==> src/rtl/router_pkt_tx_if.sv <==
// Command, payload and router byte-bus signals of the packet transmitter.
// The slave modport is the transmitter's view; master is the driving side.
interface router_pkt_tx_if;
    logic       cmd_valid;
    logic       cmd_ready;
    logic [1:0] cmd_addr;
    logic [5:0] cmd_len;
    logic       cmd_bad_parity;
    logic       cmd_err;
    logic [7:0] pl_data;
    logic       pl_valid;
    logic       pl_ready;
    logic       busy;
    logic [7:0] data_out;
    logic       pkt_valid;
    logic       tx_done;

    modport slave (
        input  cmd_valid, cmd_addr, cmd_len, cmd_bad_parity,
        input  pl_data, pl_valid, busy,
        output cmd_ready, cmd_err, pl_ready, data_out, pkt_valid, tx_done
    );

    modport master (
        output cmd_valid, cmd_addr, cmd_len, cmd_bad_parity,
        output pl_data, pl_valid, busy,
        input  cmd_ready, cmd_err, pl_ready, data_out, pkt_valid, tx_done
    );
endinterface

==> src/rtl/router_pkt_tx.sv <==
// Router packet transmitter: buffers a whole payload, then sends header,
// payload and XOR parity on the router byte bus, honouring the busy stall.
module router_pkt_tx #(
    parameter int GAP_CYCLES = 2,
    parameter int MAX_LEN    = 63
) (
    input  logic            clock_i,
    input  logic            reset_i,
    router_pkt_tx_if.slave  bus
);

    typedef enum logic [2:0] {
        ST_IDLE    = 3'd0,
        ST_LOAD    = 3'd1,
        ST_HEADER  = 3'd2,
        ST_PAYLOAD = 3'd3,
        ST_PARITY  = 3'd4,
        ST_GAP     = 3'd5
    } state_e;

    localparam logic [6:0] MAX_LEN_C  = 7'(MAX_LEN);
    localparam logic [7:0] GAP_LAST_C = 8'(GAP_CYCLES - 1);

    function automatic logic [7:0] parity_fold(input logic [7:0] acc, input logic [7:0] b);
        return acc ^ b;
    endfunction

    function automatic logic [7:0] make_header(input logic [5:0] len, input logic [1:0] addr);
        return {len, addr};
    endfunction

    state_e     state_q, state_d;
    logic [1:0] addr_q, addr_d;
    logic [5:0] len_q, len_d;
    logic       bad_q, bad_d;
    logic [5:0] wr_cnt_q, wr_cnt_d;
    logic [5:0] rd_cnt_q, rd_cnt_d;
    logic [7:0] parity_q, parity_d;
    logic [7:0] gap_cnt_q, gap_cnt_d;
    logic [7:0] data_out_q, data_out_d;
    logic       pkt_valid_q, pkt_valid_d;
    logic       cmd_ready_q, cmd_ready_d;
    logic       pl_ready_q, pl_ready_d;
    logic       cmd_err_q, cmd_err_d;
    logic       tx_done_q, tx_done_d;

    logic [7:0] mem_q [MAX_LEN];

    logic       cmd_ok_s;
    logic       mem_we_s;
    logic [5:0] wr_inc_s;
    logic [5:0] rd_inc_s;
    logic [7:0] par_nxt_s;

    assign cmd_ok_s  = (bus.cmd_addr != 2'b11) && (bus.cmd_len != 6'd0) &&
                       ({1'b0, bus.cmd_len} <= MAX_LEN_C);
    assign mem_we_s  = (state_q == ST_LOAD) && bus.pl_valid && pl_ready_q;
    assign wr_inc_s  = wr_cnt_q + 6'd1;
    assign rd_inc_s  = rd_cnt_q + 6'd1;
    assign par_nxt_s = parity_fold(parity_q, data_out_q);

    // Payload buffer write; contents need no reset
    always_ff @(posedge clock_i) begin
        if (mem_we_s) begin
            mem_q[wr_cnt_q] <= bus.pl_data;
        end
    end

    // Next-state and next-output logic; outputs are computed one cycle ahead
    always_comb begin
        state_d     = state_q;
        addr_d      = addr_q;
        len_d       = len_q;
        bad_d       = bad_q;
        wr_cnt_d    = wr_cnt_q;
        rd_cnt_d    = rd_cnt_q;
        parity_d    = parity_q;
        gap_cnt_d   = gap_cnt_q;
        data_out_d  = data_out_q;
        pkt_valid_d = pkt_valid_q;
        cmd_ready_d = 1'b0;
        pl_ready_d  = 1'b0;
        cmd_err_d   = 1'b0;
        tx_done_d   = 1'b0;

        case (state_q)
            ST_IDLE: begin
                data_out_d  = 8'h00;
                pkt_valid_d = 1'b0;
                cmd_ready_d = 1'b1;
                if (bus.cmd_valid && cmd_ready_q) begin
                    addr_d = bus.cmd_addr;
                    len_d  = bus.cmd_len;
                    bad_d  = bus.cmd_bad_parity;
                    if (cmd_ok_s) begin
                        state_d     = ST_LOAD;
                        wr_cnt_d    = 6'd0;
                        cmd_ready_d = 1'b0;
                        pl_ready_d  = 1'b1;
                    end else begin
                        cmd_err_d = 1'b1;
                    end
                end else begin
                    state_d = ST_IDLE;
                end
            end
            ST_LOAD: begin
                data_out_d  = 8'h00;
                pkt_valid_d = 1'b0;
                pl_ready_d  = 1'b1;
                if (mem_we_s) begin
                    wr_cnt_d = wr_inc_s;
                    if (wr_inc_s == len_q) begin
                        state_d     = ST_HEADER;
                        pl_ready_d  = 1'b0;
                        data_out_d  = make_header(len_q, addr_q);
                        pkt_valid_d = 1'b1;
                    end else begin
                        state_d = ST_LOAD;
                    end
                end else begin
                    state_d = ST_LOAD;
                end
            end
            ST_HEADER: begin
                if (!bus.busy) begin
                    parity_d    = data_out_q;
                    state_d     = ST_PAYLOAD;
                    rd_cnt_d    = 6'd0;
                    data_out_d  = mem_q[6'd0];
                    pkt_valid_d = 1'b1;
                end else begin
                    state_d = ST_HEADER;
                end
            end
            ST_PAYLOAD: begin
                if (!bus.busy) begin
                    parity_d = par_nxt_s;
                    if (rd_cnt_q == (len_q - 6'd1)) begin
                        state_d     = ST_PARITY;
                        data_out_d  = bad_q ? ~par_nxt_s : par_nxt_s;
                        pkt_valid_d = 1'b0;
                    end else begin
                        rd_cnt_d    = rd_inc_s;
                        data_out_d  = mem_q[rd_inc_s];
                        pkt_valid_d = 1'b1;
                    end
                end else begin
                    state_d = ST_PAYLOAD;
                end
            end
            ST_PARITY: begin
                if (!bus.busy) begin
                    state_d     = ST_GAP;
                    gap_cnt_d   = 8'd0;
                    tx_done_d   = 1'b1;
                    data_out_d  = 8'h00;
                    pkt_valid_d = 1'b0;
                end else begin
                    state_d = ST_PARITY;
                end
            end
            ST_GAP: begin
                data_out_d  = 8'h00;
                pkt_valid_d = 1'b0;
                if (gap_cnt_q == GAP_LAST_C) begin
                    state_d     = ST_IDLE;
                    cmd_ready_d = 1'b1;
                end else begin
                    gap_cnt_d = gap_cnt_q + 8'd1;
                end
            end
            default: begin
                state_d     = ST_IDLE;
                data_out_d  = 8'h00;
                pkt_valid_d = 1'b0;
            end
        endcase
    end

    // State, counter and registered-output update with synchronous reset
    always_ff @(posedge clock_i) begin
        if (reset_i) begin
            state_q     <= ST_IDLE;
            addr_q      <= 2'd0;
            len_q       <= 6'd0;
            bad_q       <= 1'b0;
            wr_cnt_q    <= 6'd0;
            rd_cnt_q    <= 6'd0;
            parity_q    <= 8'h00;
            gap_cnt_q   <= 8'd0;
            data_out_q  <= 8'h00;
            pkt_valid_q <= 1'b0;
            cmd_ready_q <= 1'b0;
            pl_ready_q  <= 1'b0;
            cmd_err_q   <= 1'b0;
            tx_done_q   <= 1'b0;
        end else begin
            state_q     <= state_d;
            addr_q      <= addr_d;
            len_q       <= len_d;
            bad_q       <= bad_d;
            wr_cnt_q    <= wr_cnt_d;
            rd_cnt_q    <= rd_cnt_d;
            parity_q    <= parity_d;
            gap_cnt_q   <= gap_cnt_d;
            data_out_q  <= data_out_d;
            pkt_valid_q <= pkt_valid_d;
            cmd_ready_q <= cmd_ready_d;
            pl_ready_q  <= pl_ready_d;
            cmd_err_q   <= cmd_err_d;
            tx_done_q   <= tx_done_d;
        end
    end

    assign bus.cmd_ready = cmd_ready_q;
    assign bus.cmd_err   = cmd_err_q;
    assign bus.pl_ready  = pl_ready_q;
    assign bus.data_out  = data_out_q;
    assign bus.pkt_valid = pkt_valid_q;
    assign bus.tx_done   = tx_done_q;

endmodule

==> src/flat_wrapper.sv <==
// flat-port wrapper written by rule: the top's interface ports become plain ports
module router_pkt_tx_flat 
#(
    parameter int GAP_CYCLES = 2,
    parameter int MAX_LEN    = 63
)
  (clock_i, reset_i, bus_cmd_valid, bus_cmd_addr, bus_cmd_len, bus_cmd_bad_parity, bus_pl_data, bus_pl_valid, bus_busy, bus_cmd_ready, bus_cmd_err, bus_pl_ready, bus_data_out, bus_pkt_valid, bus_tx_done);
  router_pkt_tx_if bus_i ();
  input  logic clock_i;
  input  logic reset_i;
  input wire logic [$bits(bus_i.cmd_valid)-1:0] bus_cmd_valid;
  input wire logic [$bits(bus_i.cmd_addr)-1:0] bus_cmd_addr;
  input wire logic [$bits(bus_i.cmd_len)-1:0] bus_cmd_len;
  input wire logic [$bits(bus_i.cmd_bad_parity)-1:0] bus_cmd_bad_parity;
  input wire logic [$bits(bus_i.pl_data)-1:0] bus_pl_data;
  input wire logic [$bits(bus_i.pl_valid)-1:0] bus_pl_valid;
  input wire logic [$bits(bus_i.busy)-1:0] bus_busy;
  output wire logic [$bits(bus_i.cmd_ready)-1:0] bus_cmd_ready;
  output wire logic [$bits(bus_i.cmd_err)-1:0] bus_cmd_err;
  output wire logic [$bits(bus_i.pl_ready)-1:0] bus_pl_ready;
  output wire logic [$bits(bus_i.data_out)-1:0] bus_data_out;
  output wire logic [$bits(bus_i.pkt_valid)-1:0] bus_pkt_valid;
  output wire logic [$bits(bus_i.tx_done)-1:0] bus_tx_done;
  assign bus_i.cmd_valid = bus_cmd_valid;
  assign bus_i.cmd_addr = bus_cmd_addr;
  assign bus_i.cmd_len = bus_cmd_len;
  assign bus_i.cmd_bad_parity = bus_cmd_bad_parity;
  assign bus_i.pl_data = bus_pl_data;
  assign bus_i.pl_valid = bus_pl_valid;
  assign bus_i.busy = bus_busy;
  assign bus_cmd_ready = bus_i.cmd_ready;
  assign bus_cmd_err = bus_i.cmd_err;
  assign bus_pl_ready = bus_i.pl_ready;
  assign bus_data_out = bus_i.data_out;
  assign bus_pkt_valid = bus_i.pkt_valid;
  assign bus_tx_done = bus_i.tx_done;
  router_pkt_tx #(.GAP_CYCLES(GAP_CYCLES), .MAX_LEN(MAX_LEN)) u_core (.clock_i(clock_i), .reset_i(reset_i), .bus(bus_i));
endmodule
==> config.mk <==
export PLATFORM = sky130hd
export DESIGN_NAME = router_pkt_tx_flat
export DESIGN_NICKNAME = d
export VERILOG_FILES = /design/src/rtl/router_pkt_tx_if.sv /design/src/rtl/router_pkt_tx.sv /design/src/flat_wrapper.sv
export SDC_FILE = /design/constraint.sdc
export NUM_CORES = 1
export LEC_CHECK = 0
export CAP_MARGIN = 40
export CORE_UTILIZATION = 25
export DETAILED_ROUTE_END_ITERATION = 6
export PLACE_DENSITY = 0.5
export SETUP_SLACK_MARGIN = 0.4
export SLEW_MARGIN = 30
export SYNTH_ARGS = -nofsm -noshare
export SYNTH_HDL_FRONTEND = slang
export SYNTH_SLANG_ARGS = --single-unit
==> constraint.sdc <==
create_clock -name clock_i -period 3.2 [get_ports clock_i]
set_input_delay 0.64 -clock clock_i [delete_from_list [all_inputs] [get_ports clock_i]]
set_output_delay 0.64 -clock clock_i [all_outputs]
set_load 0.03 [all_outputs]
### After elaboration in Yosys (flattened, before gate mapping)

Memory sizes are Yosys's and may differ from the RTL's.
Cells that the tools add are included.
Widths: inputs -> output; s select.

| word-level totals | value |
|---|---|
| RAM bits | 504 |
| input port bits | 22 |
| output and inout bits | 13 |
| word-level logic and storage cells | 112 |
| memories | 1 |
| register bits | 53 |

| cells by class | value |
|---|---|
| equality and inequality tests | 20 |
| bitwise logic cells | 5 |
| multiplexer cells | 50 |
| add/sub/neg operators | 4 |
| reductions and logical operators | 18 |

Memories:

| memory | words | bits a word | rd ports | clocked after Yosys merged registers in | wr ports | RTL line | text |
|---|---|---|---|---|---|---|---|
| u_core.mem_q | 63 | 8 | 2 | 0 | 1 | router_pkt_tx.sv:47 | `logic [7:0] mem_q [MAX_LEN];` |

Operators with widths:

| kind | count |
|---|---|
| $mux 8 | 10 |
| $mux 6 | 6 |
| $pmux 8 s2 | 2 |
| $pmux 8 s4 | 1 |
| $pmux 6 s2 | 2 |
| $mux 1 | 18 |
| $pmux 3 s6 | 1 |
| $mux 3 | 5 |
| $add 6x1->6 const B | 2 |
| $eq 6x6->1 | 2 |
| $ne 2x2->1 const B | 6 |
| $reduce_and 3->1 | 4 |
| $add 8x1->8 const B | 1 |
| $eq 8x1->1 const B | 1 |
| $ne 2x1->1 const B | 4 |
| $not 8->8 | 1 |
| $reduce_and 4->1 | 2 |
| $xor 8x8->8 | 1 |
| $eq 3x2->1 const B | 2 |
| $eq 3x3->1 const B | 2 |
| $ne 3x2->1 const B | 2 |
| $reduce_bool 2->1 | 3 |
| $reduce_bool 6->1 | 1 |
| $sub 6x1->6 const B | 1 |
| 10 further kinds | 17 |

### Depth between registers and ports, before layout

Gate-level depths: netlist of the first run.

| logic depth | value |
|---|---|
| word-level depth | 6 |
| gate-level depth with buffers | 12 |
| mapped depth without buffers | 9 |

### Least setup slack after synthesis of the first run

Ideal clock, no wire load.

| timing | value |
|---|---|
| path type | register to register |
| start | register u_core.rd_cnt_q[1] |
| end | register u_core.data_out_q[7], in the netlist u_core.bus.data_out[7] |
| cell stages (with the launch flop) | 9 |
| clock period less this slack | 2569 ps |
| path buffers | 2 |
| required time | 3078 ps |
| slack | 631 ps |
| library setup time | 122 ps |
| arrival | 2447 ps |
| cell sequence | dfxtp_1 > ha_1 > buf_2 > clkbuf_1 > mux4_2 > mux4_2 > a21oi_1 > nand3_1 > a221o_1 |

| between the ends | value |
|---|---|
| longest elaborated chain between the ends | 5 |
| elaborated cells between the ends (all ways) | 6 |
| those cells by class | add/sub: 1; eq/ne: 1; mux: 3; memory: 1 |

Ends and longest elaborated chain:

| what | RTL line | text |
|---|---|---|
| start, declared | router_pkt_tx.sv:37 | `logic [5:0] rd_cnt_q, rd_cnt_d;` |
| start signal, assigned | router_pkt_tx.sv:204 | `rd_cnt_q <= rd_cnt_d;` |
| $add 6x1->6 | router_pkt_tx.sv:59 | `assign rd_inc_s = rd_cnt_q + 6'd1;` |
| $mem_v2 63x8 | - |  |
| $mux 8 * | router_pkt_tx.sv:139 | `if (rd_cnt_q == (len_q - 6'd1)) begin` |
| $mux 8 * | router_pkt_tx.sv:137 | `if (!bus.busy) begin` |
| $pmux 8 s4 * | router_pkt_tx.sv:86 | `case (state_q)` |
| end signal, assigned | router_pkt_tx.sv:207 | `data_out_q <= data_out_d;` |
| end, declared | router_pkt_tx.sv:40 | `logic [7:0] data_out_q, data_out_d;` |

Every way passes the cells marked *; elsewhere a longest branch is shown, timed or not. The select of a mux whose other input is x is not followed.
A chain may end at the register's enable or synchronous reset.

### Worst setup path after layout of the first run

| timing | value |
|---|---|
| start | register u_core.rd_cnt_q[1] |
| end | register u_core.data_out_q[2], in the netlist u_core.bus.data_out[2] |

Same word-level chain as after synthesis.

==> impl_metrics.ini, run 1 <==
[global_route]
grt_pass1_vias = 12900
grt_max_degree = 64
met2_usage = 0.199
grt.busiest_layer = met2
use_met1 = 0.176
grtUsageMet3 = 0.0247
grt_pass1_wl_um = 87500
antenna_found_initial = 7
grt_usage = 0.126
grt_overflow = 0

[yosys]
syn_inst = 1381
yosysTopAreaCellShare = 0.664
yosys.area_share.simple = 0.0748
synthFlopType = edfxtp_1
ys_warn_count = 0
synth_top_family_by_area = multiplexers
avgSynthCellArea_um2 = 16.5
synth_compound_area_frac = 0.0461
ys_ff_latch = 557
synth_edf_count = 504
syn_area_um2 = 22800
synth_fa_ha_area_frac = 0.00274
seq_area_frac_synth = 0.710
syn-num-nets = 1408
synth_top_cell_by_area = edfxtp_1
synth.area.top_cells = edfxtp_1 66%, mux4_2 11%, dfxtp_1 4.7%, nand2_1 2.8%, nor2_1 1.8%
yosysUniqueCellTypes = 70
synthMuxAreaShare = 0.126
async_reset_ff_frac = 0
yosys.area_share.xor_xnor = 0.0213

[sta]
tns_ps = 0
final-hold-violation-count = 0
drv_slew = 0
holdWs_ps = 390
fin_ws_ps = 400
skew_ps = 36.2
max_clock_freq_ghz = 0.357
period_minus_slack_ps = 2800
tightest_slew_ps = 835
setup_viol = 0
relSlewSlack = 0.442
rsz0062_at_grt = yes
post-route-period-util = 0.875

[worst_setup_path]
cp-end-kind = flip-flop
cp_num_buf_inv = 1
crit_family = compound AO/OA/AOI/OAI gates
crit_fanout = 7
regToRegSetupSlack_ps = 400
r2r-end = u_core.bus.data_out[2]$_SDFFE_PP0P_
crit_chain = ha_4 > clkbuf_16 > mux4_2 > mux2_2 > a222oi_1 > a31oi_1 > a31o_1
worst_setup_path_start_kind = flip-flop
critical_path_class = flip-flop to flip-flop
r2r_start = u_core.rd_cnt_q[1]$_SDFFE_PP0P_
arrival_ps = 3320
cpPeakStageDelay_ps = 540
crit_required_ps = 3720
slowest_stage = a222oi_1
rr_worst_depth = 7

[floorplan]
die_h_um = 304
die_w_um = 304
dieArea_um2 = 92400
io_pins = 35
initial_core_util = 0.253
core_area_um2 = 90100
num_rows = 110

[detailed_routing]
vias = 12900
antenna_left = 0
drtIter0Drc = 1059
avgViaCountPerCell = 4.64
first_pass_iters = 7
wl_per_cell_um = 21.2
wl_um = 59000
drcViolationCount = 0

[power_and_ir_drop]
pwr_density_cell_nw_per_um2 = 547
p_leak_uw = 0.00863
peakVddDrop_uv = 444
power.total_uw = 15100

[clocking]
cts.sinks = 557
path_clk_slew_ps = 60
numCtsBuffers = 58
h-tree-depth = 2
clock_latency_ps = 630
clockBufferDepth = 3
cts_root_buffer = clkbuf_16
cts-hold-fix-buffers = 0
cts_tree = yes

[min_path]
hp-start = bus_pl_data[2]
holdPathEnd = u_core.mem_q[51][2]$_DFFE_PP_
min_path_cells = 1
holdCritPathClass = primary input to flip-flop

[layout]
drive_gt1_frac = 0.249
area_growth_pct = 21.3
diodes = 0
fillers = 8753
nets = 1583

[place]
dp_slack_ps = 65.0
place.gp.congestion = 0.807
dpl.hpwl_um = 38200
numPortBuffers = 34

[run_status]
status = finished clean

[job]
cap_violations = 0
layout by cell type, fill, tap and decap left out, drive strengths merged, types with 24 or more instances in the layout:
| cell type | n |
|---|---|
| dfxtp | 53 |
| nor2 | 111 |
| buf | 165 |
| nand3 | 40 |
| mux4 | 113 |
| o21ai | 24 |
| clkbuf | 75 |
| nand2 | 172 |
| xnor2 | 32 |
| edfxtp | 504 |
| clkdlybuf4s50 | 26 |
| a21oi | 29 |
worst register-to-register path, stage by stage (launching register included):
cell       delay (ps)
dfxtp_4           360
ha_4              400
clkbuf_16         210
mux4_2            490
mux2_2            280
a222oi_1          540
a31oi_1           190
a31o_1            230
worst max-delay path by stage:
stage / startpoint / end / depth (start not counted)
6_report: u_core.rd_cnt_q[1]$_SDFFE_PP0P_ / u_core.bus.data_out[2]$_SDFFE_PP0P_ / 7
3_3_place_gp: u_core.rd_cnt_q[1]$_SDFFE_PP0P_ / u_core.bus.data_out[6]$_SDFFE_PP0P_ / 8
2_1_floorplan: u_core.rd_cnt_q[1]$_SDFFE_PP0P_ / u_core.bus.data_out[7]$_SDFFE_PP0P_ / 8
4_1_cts: u_core.rd_cnt_q[0]$_SDFFE_PP0P_ / u_core.bus.data_out[7]$_SDFFE_PP0P_ / 7
5_1_grt: u_core.rd_cnt_q[1]$_SDFFE_PP0P_ / u_core.bus.data_out[3]$_SDFFE_PP0P_ / 7
3_5_place_dp: u_core.rd_cnt_q[1]$_SDFFE_PP0P_ / u_core.bus.data_out[6]$_SDFFE_PP0P_ / 8
layout make-up:
cell class | instances | area [µm²] | area share
Inverter | 8 | 30.0 | 0.00109
Clock inverter | 33 | 427 | 0.0154
Timing Repair Buffer | 194 | 1740 | 0.0628
Sequential cell | 557 | 16200 | 0.586
Multi-Input combinational cell | 737 | 6290 | 0.227
Clock buffer | 72 | 1500 | 0.0544
Tap cell | 1176 | 1470 | 0.0532
metal layers:
metal / vias to the layer above / part of all wire / wire (µm)
met4: 14 / 0.023 / 1340
met5: - / 0.0012 / 72
li1: 5757 / - / -
met2: 309 / 0.47 / 27500
met3: 95 / 0.056 / 3290
met1: 6700 / 0.45 / 26800
power by group:
part / switching, µW / internal [µW]
clock network: 2820 / 3990
logic: 243 / 112
registers: 20.9 / 7940
registers in the layout, indices dropped and copies added, names as in the netlist, 2 cells and up:
name	flops
u_core.addr_q	2
u_core.bus.data_out	8
u_core.gap_cnt_q	8
u_core.len_q	6
u_core.mem_q	504
u_core.parity_q	8
u_core.rd_cnt_q	6
u_core.state_q	3
u_core.wr_cnt_q	6
cells in the mapped netlist (8+ instances only):
| cell type | instances |
|---|---|
| buf_2 | 35 |
| mux4_2 | 107 |
| dfxtp_1 | 53 |
| mux2i_1 | 13 |
| o21ai_1 | 13 |
| clkbuf_1 | 29 |
| a22oi_1 | 10 |
| a221oi_1 | 9 |
| nand3_1 | 40 |
| edfxtp_1 | 504 |
| a21oi_1 | 29 |
| o21ai_0 | 11 |
| nand2b_1 | 8 |
| xnor2_1 | 31 |
| nor2_1 | 109 |
| nor3_1 | 12 |
| xor2_1 | 20 |
| nor2b_1 | 8 |
| nand2_1 | 172 |
| mux2_2 | 14 |
stage by stage:
| stage | utilization | instance area (µm²) | std cells |
|---|---|---|---|
| floorplan | - | 22800 | 1381 |
| global placement | 0.281 | 25300 | 2647 |
| detailed placement | 0.281 | 25300 | 2647 |
| CTS | 0.304 | 27400 | 2760 |
| global route | 0.307 | 27700 | 2777 |
| finish | 0.307 | 27700 | 2777 |
cells by family after synthesis:
family / Yosys count
AOI/OAI and AO/OA: 147
xor gates and xnor gates: 53
adders and majority gates: 5
buffers and inverters: 87
DFF: 557
muxes: 141
and+or+nand+nor: 391
repair_timing:
action                                  in CTS  in global routing
gates resized for setup                      5                 17
setup buffers                                8                 13
cloned                                       0                  3
pin swaps                                    3                  9
endpoints found under the setup margin       8                  7
Note: power is estimated with default switching activity, not from simulation.
==> inputs of run 2 (changes only) <==
--- a/config.mk
+++ b/config.mk
@@ -9,6 +9,7 @@
 export CORE_UTILIZATION = 25
 export DETAILED_ROUTE_END_ITERATION = 6
 export PLACE_DENSITY = 0.5
+export RECOVER_POWER = 50
 export SETUP_SLACK_MARGIN = 0.4
 export SLEW_MARGIN = 30
 export SYNTH_ARGS = -nofsm -noshare
==> run 2 against run 1 <==
- the flow now finishes with violations (max-capacitance violations, max-slew violations)
- flip-flop and latch count did not move
- final area fell by 0.33%
- sequential power barely moved
- maximum frequency rose by 0.62%
- combinational power fell by 5%
- critical path depth did not move
- total power fell by 0.12%
- clock power barely moved
- largest cell class unchanged
- largest power group unchanged
==> impl_metrics.ini, run 2 (synthesis results as in run 1) <==
[run_status]
status = complete, but fails checks
violations = max-capacitance violations, max-slew violations

[clocking]
path_clk_slew_ps = 70
clock_latency_ps = 630
h-tree-depth = 2
numCtsBuffers = 58
cts_tree = yes
cts_root_buffer = clkbuf_16
cts.sinks = 557
clockBufferDepth = 3
cts-hold-fix-buffers = 0

[worst_setup_path]
r2r_start = u_core.rd_cnt_q[1]$_SDFFE_PP0P_
worst_setup_path_start_kind = flip-flop
crit_required_ps = 3720
crit_fanout = 7
arrival_ps = 3300
regToRegSetupSlack_ps = 420
rr_worst_depth = 7
cp-end-kind = flip-flop
r2r-end = u_core.bus.data_out[2]$_SDFFE_PP0P_
critical_path_class = flip-flop to flip-flop

[floorplan]
num_rows = 110
die_w_um = 304
die_h_um = 304
initial_core_util = 0.253
core_area_um2 = 90100
io_pins = 35
dieArea_um2 = 92400

[layout]
drive_gt1_frac = 0.237
final_cell_mix = 504 x edfxtp_1, 172 x nand2_1, 129 x buf_4
diodes = 0
nets = 1583
largest_reg_flops = 504
fillers = 8775
multi_input_area_um2 = 6280
final_common_cell = edfxtp_1
area_growth_pct = 20.9
top_register = u_core.mem_q
register_area_um2 = 16200

[power_and_ir_drop]
p_leak_uw = 0.00857
peakVddDrop_uv = 441
pwr_density_cell_nw_per_um2 = 548

[place]
dpl.hpwl_um = 38200
place.gp.congestion = 0.807
numPortBuffers = 34

[sta]
period_minus_slack_ps = 2780
max_clock_freq_ghz = 0.359
skew_ps = 32.7
rsz0062_at_grt = yes
tightest_slew_ps = 2700
holdWs_ps = 484
drv_slew = 230
post-route-period-util = 0.870
setup_viol = 0
final-hold-violation-count = 0
tns_ps = 0
relSlewSlack = -0.803

[global_route]
grt_pass1_wl_um = 87500
grt_overflow = 0
antenna_found_initial = 7
grt_usage = 0.126
grt_pass1_vias = 12900
grt_max_degree = 64

[min_path]
min_path_cells = 2
hp-start = u_core.bus.pkt_valid$_SDFFE_PP0P_
holdCritPathClass = flip-flop to flip-flop
holdPathEnd = u_core.bus.pkt_valid$_SDFFE_PP0P_

[detailed_routing]
first_pass_iters = 6
avgViaCountPerCell = 4.66
drtIter0Drc = 1099
drcViolationCount = 0
vias = 12900
wl_per_cell_um = 21.3
antenna_left = 0
wl_um = 59100

[job]
cap_violations = 5
==> run 2: area by class of cell <==
class	count	share of cell area
multi-input combinational	737	0.228
sequential	557	0.588
tap	1176	0.0534
inverter	8	0.00109
clock inverter	33	0.0155
clock buffer	72	0.0545
timing repair buffer	194	0.0599
==> run 2: timing repair <==
action                                  in CTS  in global routing
endpoints found under the setup margin       8                  7
setup buffers                                8                 13
resized for setup                            5                 17
pin swaps                                    3                  9
gates cloned                                 0                  3
==> run 2: per-stage QoR <==
stage / std cells / worst slack (ps) / instance area (µm²) / util / power, µW
floorplan: 1381 / 631 / 22800 / - / 8250
global placement: 2647 / 44.7 / 25300 / 0.281 / 8460
detailed placement: 2647 / 65.0 / 25300 / 0.281 / 8470
CTS: 2760 / 410 / 27400 / 0.304 / 15300
global route: 2777 / 277 / 27600 / 0.306 / 15600
finish: 2777 / 417 / 27600 / 0.306 / 15100
==> run 2: per-layer routing <==
layer	global-route usage	vias up	share of wire
met2	0.199	364	0.47
met5	0	-	0.0012
met1	0.176	6689	0.45
met4	0.0323	14	0.024
met3	0.0247	104	0.058
li1	-	5760	-
==> run 2: worst max-delay path by stage <==
stage	from	to	slack, ps	cells past startpoint
final	u_core.rd_cnt_q[1]$_SDFFE_PP0P_	u_core.bus.data_out[2]$_SDFFE_PP0P_	420	7
after global routing	u_core.state_q[0]$_SDFFE_PP0P_	u_core.parity_q[3]$_SDFFE_PP0P_	280	6
after CTS	u_core.rd_cnt_q[0]$_SDFFE_PP0P_	u_core.bus.data_out[7]$_SDFFE_PP0P_	410	7
after detailed placement	u_core.rd_cnt_q[1]$_SDFFE_PP0P_	u_core.bus.data_out[6]$_SDFFE_PP0P_	70	8
after global placement	u_core.rd_cnt_q[1]$_SDFFE_PP0P_	u_core.bus.data_out[6]$_SDFFE_PP0P_	40	8
after floorplan	u_core.rd_cnt_q[1]$_SDFFE_PP0P_	u_core.bus.data_out[7]$_SDFFE_PP0P_	630	8
==> run 2: critical path: stages (launching register included) <==
cell and delay [ps]:
dfxtp_4 360, ha_4 400, clkbuf_16 210, mux4_2 500, mux2_2 280, a222oi_1 510
a31oi_1 190, a31o_1 240
==> run 2: power breakdown <==
group / switching [µW] / total, µW / internal, µW
Combinational: 242 / 338 / 96.2
Clock: 2810 / 6800 / 3990
Sequential: 20.9 / 7970 / 7940
==> inputs of run 3 (changes only) <==
--- a/config.mk
+++ b/config.mk
@@ -8,7 +8,8 @@
 export CAP_MARGIN = 40
 export CORE_UTILIZATION = 25
 export DETAILED_ROUTE_END_ITERATION = 6
-export PLACE_DENSITY = 0.5
+export MAX_ROUTING_LAYER = met4
+export PLACE_DENSITY = 0.51
 export RECOVER_POWER = 50
 export SETUP_SLACK_MARGIN = 0.4
 export SLEW_MARGIN = 30
==> constraint.sdc (replaced) <==
create_clock -name clock_i -period 2.4 [get_ports clock_i]
set_input_delay 0.48 -clock clock_i [delete_from_list [all_inputs] [get_ports clock_i]]
set_output_delay 0.48 -clock clock_i [all_outputs]
set_load 0.03 [all_outputs]
==> run 3 against run 2 <==
- count of clock-buffer cells in the layout up 3
- critical path depth unchanged
- the run ends with max-capacitance violations, max-slew violations, negative setup slack left
- non-clock buffer count increased by 112
- first-iteration DRC count up 11%
- sequential share of layout area is 5.1 points lower
- total power increased by 34%
- clock skew down 5.8 ps
- worst hold slack got worse by 61 ps
- via count grew 3.5%
- global-route usage increased by 0.94 points
==> impl_metrics.ini, run 3 (synthesis results as in run 1) <==
[power_and_ir_drop]
swShare = 0.207
pwr_density_cell_nw_per_um2 = 670
p_leak_uw = 0.00955
clockPowerShare = 0.449
peakVddDrop_uv = 548
p_comb_frac = 0.027
intPower_uw = 16100
pwr-share-seq = 0.524
netSwitchingPower_uw = 4200

[worst_setup_path]
crit_chain = ha_4 > buf_12 > mux4_2 > mux2_2 > a222oi_1 > a31oi_1 > a31o_1
cpPeakStageDelay_ps = 530
cp-end-kind = flip-flop
crit_fanout = 8
worst_setup_path_start_kind = flip-flop
arrival_ps = 3180
critical_path_class = flip-flop to flip-flop
slowest_stage = mux4_2
crit_required_ps = 2920

[global_route]
antenna_found_initial = 4
grt_pass1_vias = 13800
grt_pass1_wl_um = 91200
grt_overflow = 0
grt_max_degree = 64
grt_usage = 0.135

[clocking]
path_clk_slew_ps = 60
cts_tree = yes
clockBufferDepth = 3
clock_latency_ps = 640
cts_root_buffer = clkbuf_16
cts.sinks = 557
numCtsBuffers = 59
h-tree-depth = 2

[floorplan]
core_area_um2 = 90100
num_rows = 110
initial_core_util = 0.253
die_h_um = 304
io_pins = 35
dieArea_um2 = 92400
die_w_um = 304

[layout]
top_register = u_core.mem_q
drive_gt1_frac = 0.366
final_common_cell = edfxtp_1
finish.instance_area_um2 = 30200
area_growth_pct = 32.5
final_cell_mix = 504 x edfxtp_1, 168 x nand2_1, 155 x buf_4
largest_reg_flops = 504
fin_util = 0.335
nets = 1697

[place]
place_area_um2 = 26900
dpl.hpwl_um = 40200
place.gp.congestion = 0.851
numPortBuffers = 34
dp_slack_ps = -388

[detailed_routing]
dr.max_layer_used = met4
antenna_left = 0
drcViolationCount = 0
met2_length_um = 28800
wl_met1_um = 27900
avgViaCountPerCell = 4.61
met3_length_um = 2820
wl_um = 61300
drtIter0Drc = 1225
wl_per_cell_um = 21.1
first_pass_iters = 5
vias = 13400

[sta]
setup_viol = 9
relSlewSlack = -0.00667
post-route-period-util = 1.11
period_minus_slack_ps = 2670
fin_ws_ps = -265
drv_slew = 63
rsz0062_at_grt = yes
max_clock_freq_ghz = 0.375
tightest_slew_ps = 1510
skew_ps = 26.9
final-hold-violation-count = 0

[job]
cap_violations = 1

[min_path]
holdCritPathClass = primary input to flip-flop

[run_status]
status = complete, but fails checks
violations = max-capacitance violations, max-slew violations, negative setup slack
run 3: through the flow:
step / hold slack [ps] / setup TNS [ps] / cells / power (µW)
6_report: 423 / -1650 / 2900 / 20300
5_1_grt: 459 / -2530 / 2900 / 20800
4_1_cts: 342 / -1950 / 2869 / 20400
3_5_place_dp: 456 / -15430 / 2705 / 11400
3_3_place_gp: 458 / -15250 / 2705 / 11300
2_1_floorplan: 437 / 0 / 1381 / 11000
run 3: power by group through the flow:
stage | registers (µW) | logic, µW | clock network [µW]
global route | 10600 | 594 | 9630
CTS | 10600 | 553 | 9280
global placement | 10800 | 532 | 0
detailed placement | 10800 | 540 | 0
finish | 10600 | 545 | 9090
floorplan | 10800 | 213 | 0
run 3: worst paths after layout:
path | depth (start not counted) | from | endpoint | slack (ps)
setup / recovery | 7 | u_core.rd_cnt_q[0]$_SDFFE_PP0P_ | u_core.bus.data_out[3]$_SDFFE_PP0P_ | -270
hold / removal | 3 | bus_cmd_bad_parity | u_core.bad_q$_SDFFE_PP0P_ | 420
setup reg to reg | 7 | u_core.rd_cnt_q[0]$_SDFFE_PP0P_ | u_core.bus.data_out[3]$_SDFFE_PP0P_ | -270
hold reg to reg | 2 | u_core.addr_q[0]$_SDFFE_PP0P_ | u_core.addr_q[0]$_SDFFE_PP0P_ | 480
run 3: critical path, delay by kind of cell (launching register included):
kind | cells | cell delay (ps)
DFF | 1 | 360
buffers and inverters | 1 | 150
adders and majority gates | 1 | 310
AOI/OAI and AO/OA | 3 | 900
muxes | 2 | 820
run 3: layout make-up:
| type | count | area [µm²] |
|---|---|---|
| diodes | 4 | 10.0 |
| clock buffers | 75 | 1580 |
| clock inverters | 36 | 364 |
| fillers | 8534 | 59900 |
| inverters | 8 | 30.0 |
| multi-input cells | 738 | 7160 |
| flip-flops and latches | 557 | 16200 |
| well taps | 1176 | 1470 |
| repair buffers | 306 | 3410 |
run 3: repair_timing:
item | in CTS | in global routing
buffers inserted | 48 | 27
gates resized for setup | 67 | 57
setup endpoints to repair | 522 | 459
cloned | 5 | 0
pin swaps | 41 | 62
hold buffers | 0 | 0
run 3: routing by layer:
metal  global-route usage  up-vias
met2                0.208      360
met5                    -        -
met1                0.182     6887
li1                     -     6030
met4               0.0410        0
met3               0.0236      104
